$ cat config.mk
export PLATFORM = sky130hd
export DESIGN_NAME = ps2_host
export DESIGN_NICKNAME = d
export VERILOG_FILES = /design/src/rtl/ps2_host.sv
export SDC_FILE = /design/constraint.sdc
export NUM_CORES = 1
export LEC_CHECK = 0
export ABC_AREA = 1
export BUFFER_PORTS_ARGS = -buffer_cell sky130_fd_sc_hd__buf_2
export CAP_MARGIN = 20
export CORE_ASPECT_RATIO = 1.75
export CORE_MARGIN = 2
export CORE_UTILIZATION = 45
export DETAILED_ROUTE_END_ITERATION = 16
export GPL_TIMING_DRIVEN = 0
export PLACE_DENSITY_LB_ADDON = 0.15
export SLEW_MARGIN = 10
export SYNTH_ARGS = -nofsm -noshare
export SYNTH_HDL_FRONTEND = slang
export SYNTH_SLANG_ARGS = --single-unit
$ cat constraint.sdc
create_clock -name clk -period 2.47 [get_ports clk]
set_clock_uncertainty 0.05 [all_clocks]
set_input_delay 0.741 -clock clk [delete_from_list [all_inputs] [get_ports clk]]
set_output_delay 0.741 -clock clk [all_outputs]
set_load 0.02 [all_outputs]
$ cat src/rtl/ps2_host.sv
// ps2_host: open-collector PS/2 host controller that receives scan-code frames and sends command bytes
module ps2_host #(
    parameter int FILTER_CYCLES  = 8,
    parameter int INHIBIT_CYCLES = 3200,
    parameter int TIMEOUT_CYCLES = 64000
) (
    input  logic       clk,
    input  logic       reset_n,
    input  logic       ps2_clk_i,
    output logic       ps2_clk_o,
    output logic       ps2_clk_t,
    input  logic       ps2_data_i,
    output logic       ps2_data_o,
    output logic       ps2_data_t,
    output logic [7:0] rx_data,
    output logic       rx_valid,
    output logic       rx_error,
    input  logic [7:0] tx_data,
    input  logic       tx_valid,
    output logic       tx_ready,
    output logic       tx_done,
    output logic       tx_error,
    output logic       busy
);
    localparam logic [2:0] IDLE = 3'd0, RX = 3'd1, TX_INHIBIT = 3'd2, TX_REQ = 3'd3,
                           TX_BITS = 3'd4, TX_ACK = 3'd5, TX_WAIT = 3'd6;
    localparam int FW = $clog2(FILTER_CYCLES + 1);
    localparam int CW = $clog2((TIMEOUT_CYCLES > INHIBIT_CYCLES ? TIMEOUT_CYCLES : INHIBIT_CYCLES) + 1);
    logic [1:0] clk_s, data_s;
    logic [FW-1:0] clk_fc, data_fc;
    logic clk_f, data_f, clk_fd;
    logic [2:0] state;
    logic [CW-1:0] cnt;
    logic [3:0] bits;
    logic [10:0] sh;
    logic tx_bit;
    logic fall, timeout;
    logic [10:0] rx_frame;
    logic rx_good;
    always_ff @(posedge clk or negedge reset_n) begin
        if (!reset_n) begin
            clk_s   <= 2'b11;
            data_s  <= 2'b11;
            clk_fc  <= '0;
            data_fc <= '0;
            clk_f   <= 1'b1;
            data_f  <= 1'b1;
            clk_fd  <= 1'b1;
        end else begin
            clk_s   <= {clk_s[0], ps2_clk_i};
            data_s  <= {data_s[0], ps2_data_i};
            clk_fd  <= clk_f;
            clk_fc  <= (clk_s[1] == clk_f || clk_fc == FW'(FILTER_CYCLES - 1)) ? '0 : clk_fc + 1'b1;
            data_fc <= (data_s[1] == data_f || data_fc == FW'(FILTER_CYCLES - 1)) ? '0 : data_fc + 1'b1;
            if (clk_s[1] != clk_f && clk_fc == FW'(FILTER_CYCLES - 1)) clk_f <= clk_s[1];
            if (data_s[1] != data_f && data_fc == FW'(FILTER_CYCLES - 1)) data_f <= data_s[1];
        end
    end
    assign fall     = clk_fd & ~clk_f;
    assign rx_frame = {data_f, sh[10:1]};
    assign rx_good  = ~rx_frame[0] & (^rx_frame[9:1]) & rx_frame[10];
    assign timeout  = state != IDLE && state != TX_INHIBIT && !fall && cnt == CW'(TIMEOUT_CYCLES);
    always_ff @(posedge clk or negedge reset_n) begin
        if (!reset_n) begin
            state    <= IDLE;
            cnt      <= '0;
            bits     <= '0;
            sh       <= '0;
            tx_bit   <= 1'b1;
            rx_data  <= '0;
            rx_valid <= 1'b0;
            rx_error <= 1'b0;
            tx_done  <= 1'b0;
            tx_error <= 1'b0;
        end else begin
            rx_valid <= 1'b0;
            rx_error <= 1'b0;
            tx_done  <= 1'b0;
            tx_error <= 1'b0;
            // our own clock pull-down during inhibit must not restart the hold count
            cnt <= (state == IDLE || (fall && state != TX_INHIBIT)) ? '0 : (&cnt ? cnt : cnt + 1'b1);
            if (timeout) begin
                state    <= IDLE;
                rx_error <= state == RX;
                tx_error <= state != RX;
            end else begin
                case (state)
                    IDLE: begin
                        if (fall && !data_f) begin
                            state <= RX;
                            bits  <= 4'd1;
                            sh    <= rx_frame;
                        end else if (tx_valid && tx_ready) begin
                            state  <= TX_INHIBIT;
                            sh     <= {2'b11, ~^tx_data, tx_data};
                            tx_bit <= 1'b0;
                        end
                    end
                    RX: begin
                        if (fall) begin
                            sh   <= rx_frame;
                            bits <= bits + 1'b1;
                            if (bits == 4'd10) begin
                                state    <= IDLE;
                                rx_valid <= rx_good;
                                rx_error <= !rx_good;
                                if (rx_good) rx_data <= rx_frame[8:1];
                            end
                        end
                    end
                    TX_INHIBIT: begin
                        if (cnt == CW'(INHIBIT_CYCLES - 1)) begin
                            state <= TX_REQ;
                            cnt   <= '0;
                        end
                    end
                    TX_REQ: begin
                        state <= TX_BITS;
                        bits  <= '0;
                    end
                    TX_BITS: begin
                        if (fall) begin
                            tx_bit <= sh[0];
                            sh     <= sh >> 1;
                            bits   <= bits + 1'b1;
                            if (bits == 4'd9) state <= TX_ACK;
                        end
                    end
                    TX_ACK: begin
                        if (fall) begin
                            tx_done  <= !data_f;
                            tx_error <= data_f;
                            state    <= TX_WAIT;
                        end
                    end
                    TX_WAIT: if (clk_f && data_f) state <= IDLE;
                    default: state <= IDLE;
                endcase
            end
        end
    end
    assign ps2_clk_o  = 1'b0;
    assign ps2_data_o = 1'b0;
    assign ps2_clk_t  = state != TX_INHIBIT;
    assign ps2_data_t = (state == TX_REQ || state == TX_BITS) ? tx_bit : 1'b1;
    assign tx_ready   = state == IDLE && !fall;
    assign busy       = state != IDLE;
endmodule

After elaboration in Yosys (flattened, before gate mapping)
Index checks and enable logic that the tools add are counted.
{"block": "totals", "reg_bits": 62, "inputBits": 13, "output_inout_bits": 18, "elab_cells": 136}
{"block": "classes", "n_addsub": 4, "n_eq_ne": 33, "mux": 45, "n_bitwise": 6, "n_reduce_logical": 31}
{"cell": "$mux W16", "count": 5}
{"cell": "$mux W11", "count": 4}
{"cell": "$pmux W11 S3", "count": 1}
{"cell": "$mux W3", "count": 10}
{"cell": "$ne A3 B3 Y1 const B", "count": 7}
{"cell": "$pmux W3 S7", "count": 1}
{"cell": "$mux W1", "count": 18}
{"cell": "$add A16 B1 Y16 const B", "count": 1}
{"cell": "$eq A16 B12 Y1 const B", "count": 1}
{"cell": "$eq A16 B16 Y1 const B", "count": 1}
{"cell": "$mux W4", "count": 4}
{"cell": "$reduce_and A16 Y1", "count": 1}
{"cell": "$reduce_and A5 Y1", "count": 3}
{"cell": "$add A4 B1 Y4 const B", "count": 3}
{"cell": "$pmux W4 S3", "count": 1}
{"cell": "$logic_and A1 B1 Y1", "count": 10}
{"cell": "$ne A2 B2 Y1 const B", "count": 5}
{"cell": "$eq A3 B3 Y1 const B", "count": 3}
{"cell": "$reduce_bool A3 Y1", "count": 3}
{"cell": "$reduce_xor A9 Y1", "count": 1}
{"cell": "$eq A4 B3 Y1 const B", "count": 2}
{"cell": "$eq A4 B4 Y1 const B", "count": 2}
{"cell": "$reduce_and A8 Y1", "count": 1}
{"cell": "$reduce_xnor A8 Y1", "count": 1}
{"cell": "17 further kinds", "count": 30}

Longest topological paths before layout
Gate-level depths: netlist (run 1).
{"block": "logic_depth", "word_depth": 9, "ltp_mapped": 12, "mapped_depth_nobuf": 12}

Worst setup path after synthesis (run 1)
Ideal clock, no wire load.
{"block": "synth_path", "path_type": "register to output", "from": "register state[1]", "to": "output port ps2_data_t", "t_arrival_ns": 1.137, "required_ns": 1.679, "setup_slack_ns": 0.542, "stages_incl_launch_ff": 6, "n_path_buf": 1, "path_cell_list": "dfrtp_1 buf_6 nor3_1 inv_1 nand2_1 nand2_1"}
{"block": "synth_between", "elab_chain_len": 3, "word_cells_on_any_way": 4, "cone_classes": "2 x eq/ne; 1 x mux; 1 x reduce/logical"}
{"element": "start: declaration", "line_no": "32", "rtl": "logic [2:0] state;"}
{"element": "start signal: assignment", "line_no": "65", "rtl": "state <= IDLE;"}
{"element": "start signal: assignment", "line_no": "83", "rtl": "state <= IDLE;"}
{"element": "start signal: assignment", "line_no": "90", "rtl": "state <= RX;"}
{"element": "$eq A3 B2 Y1 or $eq A3 B3 Y1 (tied branches)", "line_no": "145", "rtl": "assign ps2_data_t = (state == TX_REQ || state == TX_BITS) ? tx_bit : 1'b1;"}
{"element": "$logic_or A1 B1 Y1 (*)", "line_no": "145"}
{"element": "$mux W1 (*)", "line_no": "145"}
{"element": "end: declaration", "line_no": "14", "rtl": "output logic ps2_data_t,"}
Every way passes the cells marked *; elsewhere a longest branch is shown, timed or not.

Final worst setup path (run 1)
{"block": "layout_path", "from": "register state[0]", "to": "output port ps2_clk_t"}
{"block": "layout_between", "elab_chain_len": 1}
{"element": "$ne A3 B2 Y1", "line_no": "144", "rtl": "assign ps2_clk_t = state != TX_INHIBIT;"}
{"element": "end: declaration", "line_no": "11", "rtl": "output logic ps2_clk_t,"}
Every way passes these cells.

==> impl_summary.log, run 1 <==
INFO  metric outcome = finished, final reports clean
INFO  metric start_util = 0.462
INFO  metric gp_routability_congestion = between 0.9 and 1
INFO  metric remaining_drc_errors = 0
INFO  metric clock_path_buffers = 2
INFO  metric placement.io_buffers = 28
INFO  metric floorplan.die.height = 123 um
INFO  metric max-slew-margin-rel = 0.472
INFO  metric cts.reportedPaths.clkPinSlew = approximately 0.05 ns
INFO  metric clkLatencyLatePin = between 0.3 and 0.4 ns
INFO  metric power.share.sequential = 0.323
INFO  metric finalNetCount = between 500 and 600
INFO  metric finalInstanceArea = roughly 4200 sq um
INFO  metric fin_util = 0.534
INFO  metric floorplan.die.width = 71.9 um
INFO  metric postPlaceCellArea = a little under 4000 sq um
INFO  metric p_comb_frac = 0.416
INFO  metric worst-endpoint-arrival = 1.60 ns
INFO  metric hp-class = flop to flop
INFO  metric static-leakage-power = roughly 0.0022 uW
INFO  metric detailedRoute.firstPassIterationCount = 5
INFO  metric clock-root-buffer = sky130_fd_sc_hd__clkbuf_16
INFO  metric max_freq = 419 MHz
INFO  metric tot_pwr = between 4000 and 5000 uW
INFO  metric area_delta_synth_final = 15.6%
INFO  metric startpoint_type = flop
INFO  metric cts_made_buffers = 9
INFO  metric layout-drive-gt1-share = 0.173
INFO  metric post_drt_via_cell_ratio = 5.14
INFO  metric endpoint_kind = output pin
INFO  metric cts_htree_levels = 3
INFO  metric cts_setup_buffers = 0
INFO  metric synth_area_per_cell = about 7.5 sq um
INFO  metric gr-usage-all-layers = 0.214
INFO  metric yosys.cell_types.count = 36
INFO  metric fillers = 763
INFO  metric ys.warnings.count = 0
INFO  metric hpwlAfterDp = about 6.4 mm
INFO  metric drt_iter0_markers = between 150 and 200
INFO  metric cts_num_sinks = slightly above 60
INFO  metric setup.worst_path.class = flop to output pin
INFO  metric routed_wirelength_normalized_by_instance_count = ~14 um
INFO  metric final.min_clock_period = 2.39 ns
INFO  metric drtAntennaViolNets = 0
INFO  metric grt_pass1_wl = between 10 and 15 mm
INFO  metric antenna_cells = 0
INFO  metric max_slew.worst_pin.slew = 0.792 ns
INFO  metric timing.final.max_slew_violations = 0
INFO  metric placementRows = 43
INFO  metric mostFrequentLayoutCells = 136 x sky130_fd_sc_hd__nand2_1, 71 x sky130_fd_sc_hd__inv_1, 53 x sky130_fd_sc_hd__dfrtp_1, 45 x sky130_fd_sc_hd__nor2_1, 31 x sky130_fd_sc_hd__nand3_1
INFO  metric layout_commonest_cell = sky130_fd_sc_hd__nand2_1
INFO  metric power.switching = between 2000 and 2500 uW
INFO  metric maxCapViolCount = 0
INFO  metric internal_power = 2730 uW
INFO  metric critPathRequiredTime = around 1.7 ns
INFO  metric hold_bufs_at_cts = 0
INFO  metric timing.final.hold_violations = 0
INFO  metric synthesized_instance_count = 481
INFO  metric dp_slack = approximately 0.18 ns
INFO  metric global_route_total_overflow = 0
INFO  metric timing.final.crit_share = 0.967
INFO  metric grt_max_degree = 63
INFO  metric die-area = 8830 sq um
INFO  metric tightest_hold_margin = 0.305 ns
INFO  metric maximum_vdd_ir_drop = around 0.46 mV
INFO  metric worstPathMaxFanout = 5
INFO  metric io_pins = 31
INFO  metric r2r_slack = 0.59 ns
INFO  metric num_vias = approximately 3200
INFO  metric number_of_global_route_vias_before_repair = ~3200
INFO  metric antenna_violations_before_repair = 0
INFO  metric setup-violations-final = 0
INFO  metric ys_ff_latch = just over 60
INFO  metric finalWorstSetupSlack = ~0.08 ns
INFO  metric drt-total-wl = ~8.5 mm
INFO  metric ys_seq_area_frac = 0.430
INFO  metric power_frac_clock = 0.261
INFO  metric power.density_cell_area = 1140 nW/um^2
INFO  metric cts_tree = yes
INFO  metric netlist_area = 3630 sq um
INFO  metric coreArea = 7860 sq um
INFO  metric fraction_of_power_spent_switching_nets = 0.427
cell families (layout without fill, tap and decap cells):
logic type / after synthesis / after routing / synth area share
AOI/OAI and AO/OA: 50 / 50 / 0.0800
xor gates and xnor gates: 15 / 15 / 0.0362
adders and majority gates: 7 / 7 / 0.0241
buffers and inverters: 83 / 127 / 0.0931
DFF: 62 / 62 / 0.430
other: 1 / 2 / 0.00103
and+or+nand+nor: 263 / 263 / 0.335
area by class of cell:
type / count / area, sq um / area share
multi-input combinational: 337 / 1740 / 0.416
sequential: 62 / 1560 / 0.373
inverter: 78 / 295 / 0.0704
clock buffer: 12 / 246 / 0.0588
timing repair buffer: 28 / 143 / 0.0340
tap: 90 / 113 / 0.0268
clock inverter: 4 / 47.5 / 0.0113
buffer: 5 / 42.5 / 0.0101
sequential cells by signal, indices dropped and copies added (netlist names):
register and count:
sh 11, tx_bit 1, data_f 1, state 3, tx_error 1, clk_f 1
rx_valid 1, clk_fc 4, rx_error 1, data_fc 4, clk_fd 1, cnt 16
bits 4, data_s 2, tx_done 1, rx_data 8, clk_s 2
cell usage after synthesis:
library cell,instances,area (sq um)
sky130_fd_sc_hd__nand2_1,136,510
sky130_fd_sc_hd__inv_1,71,267
sky130_fd_sc_hd__dfrtp_1,54,1350
sky130_fd_sc_hd__nor2_1,45,169
sky130_fd_sc_hd__nand3_1,31,155
sky130_fd_sc_hd__nand4_1,18,113
sky130_fd_sc_hd__o21ai_0,16,80.1
sky130_fd_sc_hd__a21oi_1,12,60.1
sky130_fd_sc_hd__xnor2_1,10,87.6
sky130_fd_sc_hd__dfstp_2,8,210
sky130_fd_sc_hd__nor3_1,8,40.0
sky130_fd_sc_hd__ha_1,7,87.6
sky130_fd_sc_hd__inv_2,6,22.5
sky130_fd_sc_hd__nand2_2,6,37.5
sky130_fd_sc_hd__o211ai_1,6,45.0
sky130_fd_sc_hd__o21ai_1,6,30.0
sky130_fd_sc_hd__nand3_2,5,50.1
sky130_fd_sc_hd__xor2_1,5,43.8
sky130_fd_sc_hd__a31oi_1,4,25.0
sky130_fd_sc_hd__nor2_2,3,18.8
sky130_fd_sc_hd__or2_2,3,18.8
sky130_fd_sc_hd__a211oi_1,2,15.0
sky130_fd_sc_hd__buf_4,2,15.0
sky130_fd_sc_hd__buf_6,2,22.5
sky130_fd_sc_hd__nor2_4,2,22.5
sky130_fd_sc_hd__nor3_4,2,32.5
sky130_fd_sc_hd__o21ai_2,2,17.5
sky130_fd_sc_hd__a21oi_2,1,8.76
sky130_fd_sc_hd__buf_2,1,5.00
sky130_fd_sc_hd__conb_1,1,3.75
sky130_fd_sc_hd__inv_4,1,6.26
sky130_fd_sc_hd__nand3b_2,1,11.3
sky130_fd_sc_hd__nand4_4,1,21.3
sky130_fd_sc_hd__nor3_2,1,10.0
sky130_fd_sc_hd__nor4_1,1,6.26
sky130_fd_sc_hd__o32ai_1,1,8.76
layer usage:
layer,vias up,GRT usage,routed length [um]
met1,1451,0.219,3200
met4,0,0.124,332
li1,1621,-,-
met5,-,0,0
met2,70,0.393,4660
met3,25,0.0460,270
what timing repair did:
action / in CTS / in global routing
setup endpoints to repair: 1 / 1
gates resized for setup: 1 / 2
gates cloned: 0 / 0
final timing paths:
| path | startpoint | end | cells past startpoint |
|---|---|---|---|
| worst min-delay path | data_s[0] | data_s[1] | 0 |
| worst min register to register | data_s[0] | data_s[1] | 0 |
| worst max-delay path | state[0] | ps2_clk_t | 5 |
| max in group asynchronous | reset_n | state[2] | 1 |
| worst max register to register | clk_f | sh[1] | 10 |
| min in group asynchronous | reset_n | data_fc[3] | 1 |
power by group through the flow:
stage | sequential [uW] | combinational, uW | clock, uW
finish | 1540 | 1980 | 1240
global route | 1570 | 2260 | 1310
CTS | 1540 | 1990 | 1270
detailed placement | 1550 | 1980 | 0
global placement | 1540 | 1940 | 0
floorplan | 1460 | 1560 | 0
stage by stage:
step,instances,setup TNS [ns]
floorplan,482,0
global placement,600,0
detailed placement,600,0
CTS,616,0
global route,616,-0.00129
finish,616,0
critical path, stage by stage, from the launching register on:
cell                      delay (ns)
sky130_fd_sc_hd__dfrtp_1        0.45
sky130_fd_sc_hd__inv_2          0.16
sky130_fd_sc_hd__nand2_2        0.10
sky130_fd_sc_hd__nor2_1         0.26
sky130_fd_sc_hd__inv_1          0.12
sky130_fd_sc_hd__buf_2          0.18
Power figures use the tool's default switching activity.
==> inputs of run 2 (changes only) <==
- CORE_UTILIZATION: 45 -> 50
==> impl_summary.log, run 2 (synthesized netlist as in run 1, its figures left out) <==
INFO  metric maximum_vdd_ir_drop = 0.384 mV (-17%)
INFO  metric biggestRegsByFlops = cnt: 16 flops, sh: 11 flops, rx_data: 8 flops
INFO  metric hold_bufs_at_cts = 0 (unchanged)
INFO  metric dp_slack = 0.275 ns (+0.0979 ns)
INFO  metric placementRows = 41 (-4.7%)
INFO  metric drtAntennaViolNets = 0 (unchanged)
INFO  metric antenna_violations_before_repair = 0 (unchanged)
INFO  metric worstPathMaxFanout = 5 (unchanged)
INFO  metric coreArea = 7130 sq um (-9.2%)
INFO  metric final.setup.tns = 0 ns (unchanged)
INFO  metric cp_cell_sequence = inv_2 -> nand2_2 -> nor2_2 -> inv_1 -> buf_2
INFO  metric hp-class = flop to flop
INFO  metric rsz0062_at_grt = no
INFO  metric power.density_cell_area = 1140 nW/um^2 (+0.27%)
INFO  metric hpwlAfterDp = 6.33 mm (-1.7%)
INFO  metric postPlaceCellArea = 3880 sq um (-0.13%)
INFO  metric clock-root-buffer = sky130_fd_sc_hd__clkbuf_16
INFO  metric reg_to_reg_endpoint = sh[0]
INFO  metric layout-drive-gt1-share = 0.173 (unchanged)
INFO  metric detailedRoute.firstPassIterationCount = 5 (unchanged)
INFO  metric antenna_cells = 0 (unchanged)
INFO  metric routed_wirelength_normalized_by_instance_count = 13.6 um (-0.71%)
INFO  metric max_slew.worst_pin.slew = 0.804 ns (+0.0122 ns)
INFO  metric layout_commonest_cell = sky130_fd_sc_hd__nand2_1
INFO  metric remaining_drc_errors = 0 (unchanged)
INFO  metric cts.reportedPaths.clkPinSlew = 0.05 ns (about the same)
INFO  metric critPathRequiredTime = 1.68 ns (about the same)
INFO  metric setup.worst_path.class = flop to output pin
INFO  metric setup-violations-final = 0 (unchanged)
INFO  metric worst-endpoint-arrival = 1.51 ns (-0.09 ns)
INFO  metric holdPathStages = 0 (unchanged)
INFO  metric mostFrequentLayoutCells = 136 x sky130_fd_sc_hd__nand2_1, 71 x sky130_fd_sc_hd__inv_1, 54 x sky130_fd_sc_hd__dfrtp_1, 44 x sky130_fd_sc_hd__nor2_1, 31 x sky130_fd_sc_hd__nand3_1
INFO  metric cts_made_buffers = 9 (unchanged)
INFO  metric placement.io_buffers = 28 (unchanged)
INFO  metric r2r_slack = 0.58 ns (about the same)
INFO  metric cts_num_sinks = 62 (unchanged)
INFO  metric num_vias = 3194 (+0.85%)
INFO  metric post_drt_via_cell_ratio = 5.22 (+1.5%)
INFO  metric grt_max_degree = 63 (unchanged)
INFO  metric cts_tree = yes
INFO  metric min_to = clk_s[1]
INFO  metric crit-reg2reg-launch = clk_f
INFO  metric cts_setup_buffers = 0 (unchanged)
INFO  metric largest_register_ff_count = 16 (unchanged)
INFO  metric timing.final.hold_violations = 0 (unchanged)
INFO  metric cts_htree_levels = 3 (unchanged)
INFO  metric endpoint_kind = output pin
INFO  metric grt_pass1_wl = 13.6 mm (-5.7%)
INFO  metric max_flop_register = cnt
INFO  metric io_pins = 31 (unchanged)
INFO  metric startpoint_type = flop
INFO  metric drt_iter0_markers = 157 (-3.7%)
INFO  metric clkLatencyLatePin = 0.33 ns (about the same)
INFO  metric gr-usage-all-layers = 0.232 (+0.0177)
INFO  metric cp_slowest_cell = sky130_fd_sc_hd__dfrtp_1
INFO  metric gp_routability_congestion = 0.953 (+4.9%)
INFO  metric max-slew-margin-rel = 0.464 (-0.00811)
INFO  metric finalInstanceArea = 4190 sq um (about the same)
INFO  metric maxCapViolCount = 0 (unchanged)
INFO  metric static-leakage-power = 0.00216 uW (about the same)
INFO  metric area_delta_synth_final = 15.5% (about the same)
INFO  metric min_from = clk_s[0]
INFO  metric slowest_delay = 0.45 ns (about the same)
INFO  metric timing.final.crit_share = 0.931 (-0.0364)
INFO  metric die-area = 7980 sq um (-9.6%)
INFO  metric start_util = 0.509 (+0.0469)
INFO  metric drt-total-wl = 8.35 mm (-1.4%)
INFO  metric fillers = 634 (-17%)
INFO  metric global_route_total_overflow = 0 (unchanged)
INFO  metric worst-r2r-cell-count = 10 (unchanged)
INFO  metric max_freq = 435 MHz (+3.9%)
INFO  metric clock_path_buffers = 2 (unchanged)
INFO  metric final.min_clock_period = 2.30 ns (-0.0899 ns)
INFO  metric finalWorstSetupSlack = 0.171 ns (+0.0899 ns)
INFO  metric finalNetCount = 541 (unchanged)
INFO  metric cts_repair_resize_count = 1 (unchanged)
INFO  metric timing.final.max_slew_violations = 0 (unchanged)
INFO  metric number_of_global_route_vias_before_repair = 3135 (-0.51%)
INFO  metric floorplan.die.height = 117 um (-5.0%)
INFO  metric outcome = finished, final reports clean
INFO  metric floorplan.die.width = 68.4 um (-4.8%)
-- run 2: cell types whose count changed in the layout (fill, tap and decap cells not counted) --
cell and delta:
sky130_fd_sc_hd__nor2_2 +1, sky130_fd_sc_hd__dfrtp_1 +1, sky130_fd_sc_hd__nor2_1 -1, sky130_fd_sc_hd__dfrtp_2 -1
-- run 2: layout make-up --
class | count | area [sq um] | area share
clock buffers | 12 | 246 | 0.0588
clock inverters | 4 | 47.5 | 0.0113
well taps | 86 | 108 | 0.0257
repair buffers | 28 | 143 | 0.0340
inverters | 78 | 295 | 0.0705
plain buffers | 5 | 42.5 | 0.0102
multi-input cells | 337 | 1750 | 0.417
flip-flops and latches | 62 | 1560 | 0.373
-- run 2: stage by stage --
stage | hold WS (ns) | power (uW) | instances | util
floorplan | 0.295 | 3020 | 482 | -
global placement | 0.298 | 3470 | 596 | 0.544
detailed placement | 0.298 | 3530 | 596 | 0.544
CTS | 0.305 | 4800 | 612 | 0.586
global route | 0.312 | 5170 | 612 | 0.588
finish | 0.304 | 4770 | 612 | 0.588
-- run 2: power breakdown --
part	switching [uW]	internal [uW]	total, uW	leakage [uW]
combinational	1350	660	2010	0.00121
clock	436	804	1240	0.000143
sequential	261	1270	1530	0.000801
total	2040	2730	4770	0.00216
-- run 2: critical path, delay by kind of cell (launching register included) --
family | cells | cell delay [ns]
flops | 1 | 0.45
buf+inv | 3 | 0.43
simple gates | 2 | 0.31
-- run 2: worst max path at each step --
stage | start | endpoint | slack (ns) | cells after the start
after floorplan | state[1] | ps2_data_t | 0.54 | 5
after global placement | state[2] | ps2_data_t | 0.25 | 6
after detailed placement | state[2] | ps2_data_t | 0.28 | 6
after CTS | state[2] | ps2_data_t | 0.08 | 6
after global routing | state[2] | ps2_data_t | 0.06 | 6
final | state[0] | ps2_clk_t | 0.17 | 5
-- run 2: per-layer routing --
layer,vias up,GRT usage,part of all wire,wire [um]
li1,1618,-,-,-
met1,1482,0.232,0.38,3170
met2,69,0.408,0.55,4570
met3,25,0.0607,0.033,273
met4,0,0.148,0.040,338
met5,-,0,0,0
==> inputs of run 3 (changes only) <==
- CTS_CLUSTER_DIAMETER: unset -> 100
- GPL_TIMING_DRIVEN: 0 -> unset
- SKIP_LAST_GASP: unset -> 1
==> impl_summary.log, run 3 (synthesized netlist as in run 1, its figures left out) <==
INFO  metric outcome = finished, final reports clean
INFO  metric startpoint_type = flop
INFO  metric area_occupied_by_multi_input_gates = 1730 sq um (-0.79%)
INFO  metric hp-class = flop to flop
INFO  metric drt-total-wl = 8.28 mm (-0.86%)
INFO  metric maxCapViolCount = 0 (unchanged)
INFO  metric cts.reportedPaths.clkPinSlew = 0.05 ns (about the same)
INFO  metric timing.final.max_slew_violations = 0 (unchanged)
INFO  metric worst-endpoint-arrival = 1.55 ns (+0.04 ns)
INFO  metric critical-path-top-delay-family = buffers and inverters
INFO  metric biggestRegsByFlops = cnt: 16 flops, sh: 11 flops, rx_data: 8 flops
INFO  metric die-area = 7980 sq um (unchanged)
INFO  metric floorplan.die.width = 68.4 um (unchanged)
INFO  metric critPathRequiredTime = 1.68 ns (about the same)
INFO  metric timing.final.hold_violations = 0 (unchanged)
INFO  metric worstPathMaxFanout = 5 (unchanged)
INFO  metric max_flop_register = cnt
INFO  metric grt_max_degree = 63 (unchanged)
INFO  metric cts_setup_buffers = 0 (unchanged)
INFO  metric largest_register_ff_count = 16 (unchanged)
INFO  metric coreArea = 7130 sq um (unchanged)
INFO  metric antenna_violations_before_repair = 0 (unchanged)
INFO  metric timing.final.crit_share = 0.949 (+0.0180)
INFO  metric placement.io_buffers = 28 (unchanged)
INFO  metric placementRows = 41 (unchanged)
INFO  metric mostFrequentLayoutCells = 136 x sky130_fd_sc_hd__nand2_1, 71 x sky130_fd_sc_hd__inv_1, 54 x sky130_fd_sc_hd__dfrtp_1, 45 x sky130_fd_sc_hd__nor2_1, 31 x sky130_fd_sc_hd__nand3_1
INFO  metric critPathBufInv = 3 (unchanged)
INFO  metric floorplan.die.height = 117 um (unchanged)
INFO  metric rsz0062_at_grt = no
INFO  metric clock-root-buffer = sky130_fd_sc_hd__clkbuf_16
INFO  metric final.min_clock_period = 2.34 ns (+0.0444 ns)
INFO  metric holdPathStages = 0 (unchanged)
INFO  metric detailedRoute.firstPassIterationCount = 5 (unchanged)
INFO  metric slowest_delay = 0.43 ns (-0.02 ns)
INFO  metric finalNetCount = 538 (-0.55%)
INFO  metric antenna_cells = 0 (unchanged)
INFO  metric global_route_total_overflow = 0 (unchanged)
INFO  metric hpwlAfterDp = 6.16 mm (-2.7%)
INFO  metric finish.cell_count_without_fillers = 609 (-0.49%)
INFO  metric cp_slowest_cell = sky130_fd_sc_hd__dfrtp_1
INFO  metric gr-usage-all-layers = 0.232 (about the same)
INFO  metric clkLatencyLatePin = 0.33 ns (about the same)
INFO  metric cts_made_buffers = 9 (unchanged)
INFO  metric start_util = 0.509 (unchanged)
INFO  metric post_drt_via_cell_ratio = 5.24 (+0.34%)
INFO  metric endpoint_kind = output pin
INFO  metric routed_wirelength_normalized_by_instance_count = 13.6 um (-0.37%)
INFO  metric ff_latch_area = 1560 sq um (unchanged)
INFO  metric hold_bufs_at_cts = 0 (unchanged)
INFO  metric setup.worst_path.class = flop to output pin
INFO  metric cp_cell_sequence = inv_2 -> nand2_2 -> nor2_1 -> inv_1 -> buf_2
INFO  metric maximum_vdd_ir_drop = 0.534 mV (+39%)
INFO  metric layout_commonest_cell = sky130_fd_sc_hd__nand2_1
INFO  metric cts_tree = yes
INFO  metric drtAntennaViolNets = 0 (unchanged)
INFO  metric number_of_global_route_vias_before_repair = 3017 (-3.8%)
INFO  metric worst-r2r-cell-count = 10 (unchanged)
INFO  metric drt_iter0_markers = 167 (+6.4%)
INFO  metric layout-drive-gt1-share = 0.164 (-0.00857)
INFO  metric cts_htree_levels = 3 (unchanged)
INFO  metric static-leakage-power = 0.00215 uW (-0.23%)
INFO  metric gp_routability_congestion = 0.944 (-1.0%)
INFO  metric setup-violations-final = 0 (unchanged)
INFO  metric num_vias = 3189 (-0.16%)
INFO  metric remaining_drc_errors = 0 (unchanged)
INFO  metric grt_pass1_wl = 13.6 mm (+0.41%)
INFO  metric clock_path_buffers = 2 (unchanged)
INFO  metric io_pins = 31 (unchanged)
INFO  metric max_freq = 427 MHz (-1.9%)
INFO  metric power.density_cell_area = 1140 nW/um^2 (+0.25%)
INFO  metric place_inst = 593 (-0.50%)
INFO  metric cts_repair_resize_count = 0 (-1)
INFO  metric area_delta_synth_final = 15.0%
INFO  metric cts_num_sinks = 62 (unchanged)
INFO  metric fillers = 656 (+3.5%)
INFO  metric cp.depth = 5 (unchanged)
INFO  metric final.setup.tns = 0 ns (unchanged)
## run 3: path summary, 6_finish.rpt
path / end / slack [ns] / startpoint
max reg2reg: sh[5] / 0.58 / clk_f
min in group asynchronous: data_fc[0] / 0.37 / reset_n
min reg2reg: data_s[1] / 0.31 / data_s[0]
max in group asynchronous: tx_bit / 1.69 / reset_n
max: ps2_clk_t / 0.13 / state[0]
min: data_s[1] / 0.31 / data_s[0]
## run 3: cell type report
class	instances	share of cell area
sequential	62	0.374
inverter	78	0.0708
tap	86	0.0258
multi-input combinational	337	0.415
clock buffer	11	0.0558
clock inverter	5	0.0180
timing repair buffer	30	0.0402
## run 3: metrics by stage
step | hold WS (ns) | setup WS (ns) | area (sq um) | power, uW | util
floorplan | 0.295 | 0.542 | 3630 | 3020 | -
global placement | 0.297 | 0.531 | 3860 | 3400 | 0.542
detailed placement | 0.298 | 0.489 | 3860 | 3450 | 0.542
CTS | 0.306 | 0.129 | 4170 | 4790 | 0.585
global route | 0.307 | 0.0360 | 4170 | 5140 | 0.585
finish | 0.305 | 0.126 | 4170 | 4760 | 0.585
## run 3: routing by layer
layer	up-vias	part of all wire	wire length, um	GRT usage
met5	-	0	0	0
met4	0	0.032	261	0.111
met3	24	0.029	240	0.0520
met2	55	0.54	4460	0.417
met1	1505	0.40	3320	0.246
li1	1605	-	-	-
## run 3: report_power, final
| group | switching, uW | internal [uW] | leakage, uW | total (uW) |
|---|---|---|---|---|
| combinational | 1280 | 613 | 0.00120 | 1900 |
| clock | 443 | 877 | 0.000153 | 1320 |
| sequential | 282 | 1270 | 0.000801 | 1550 |
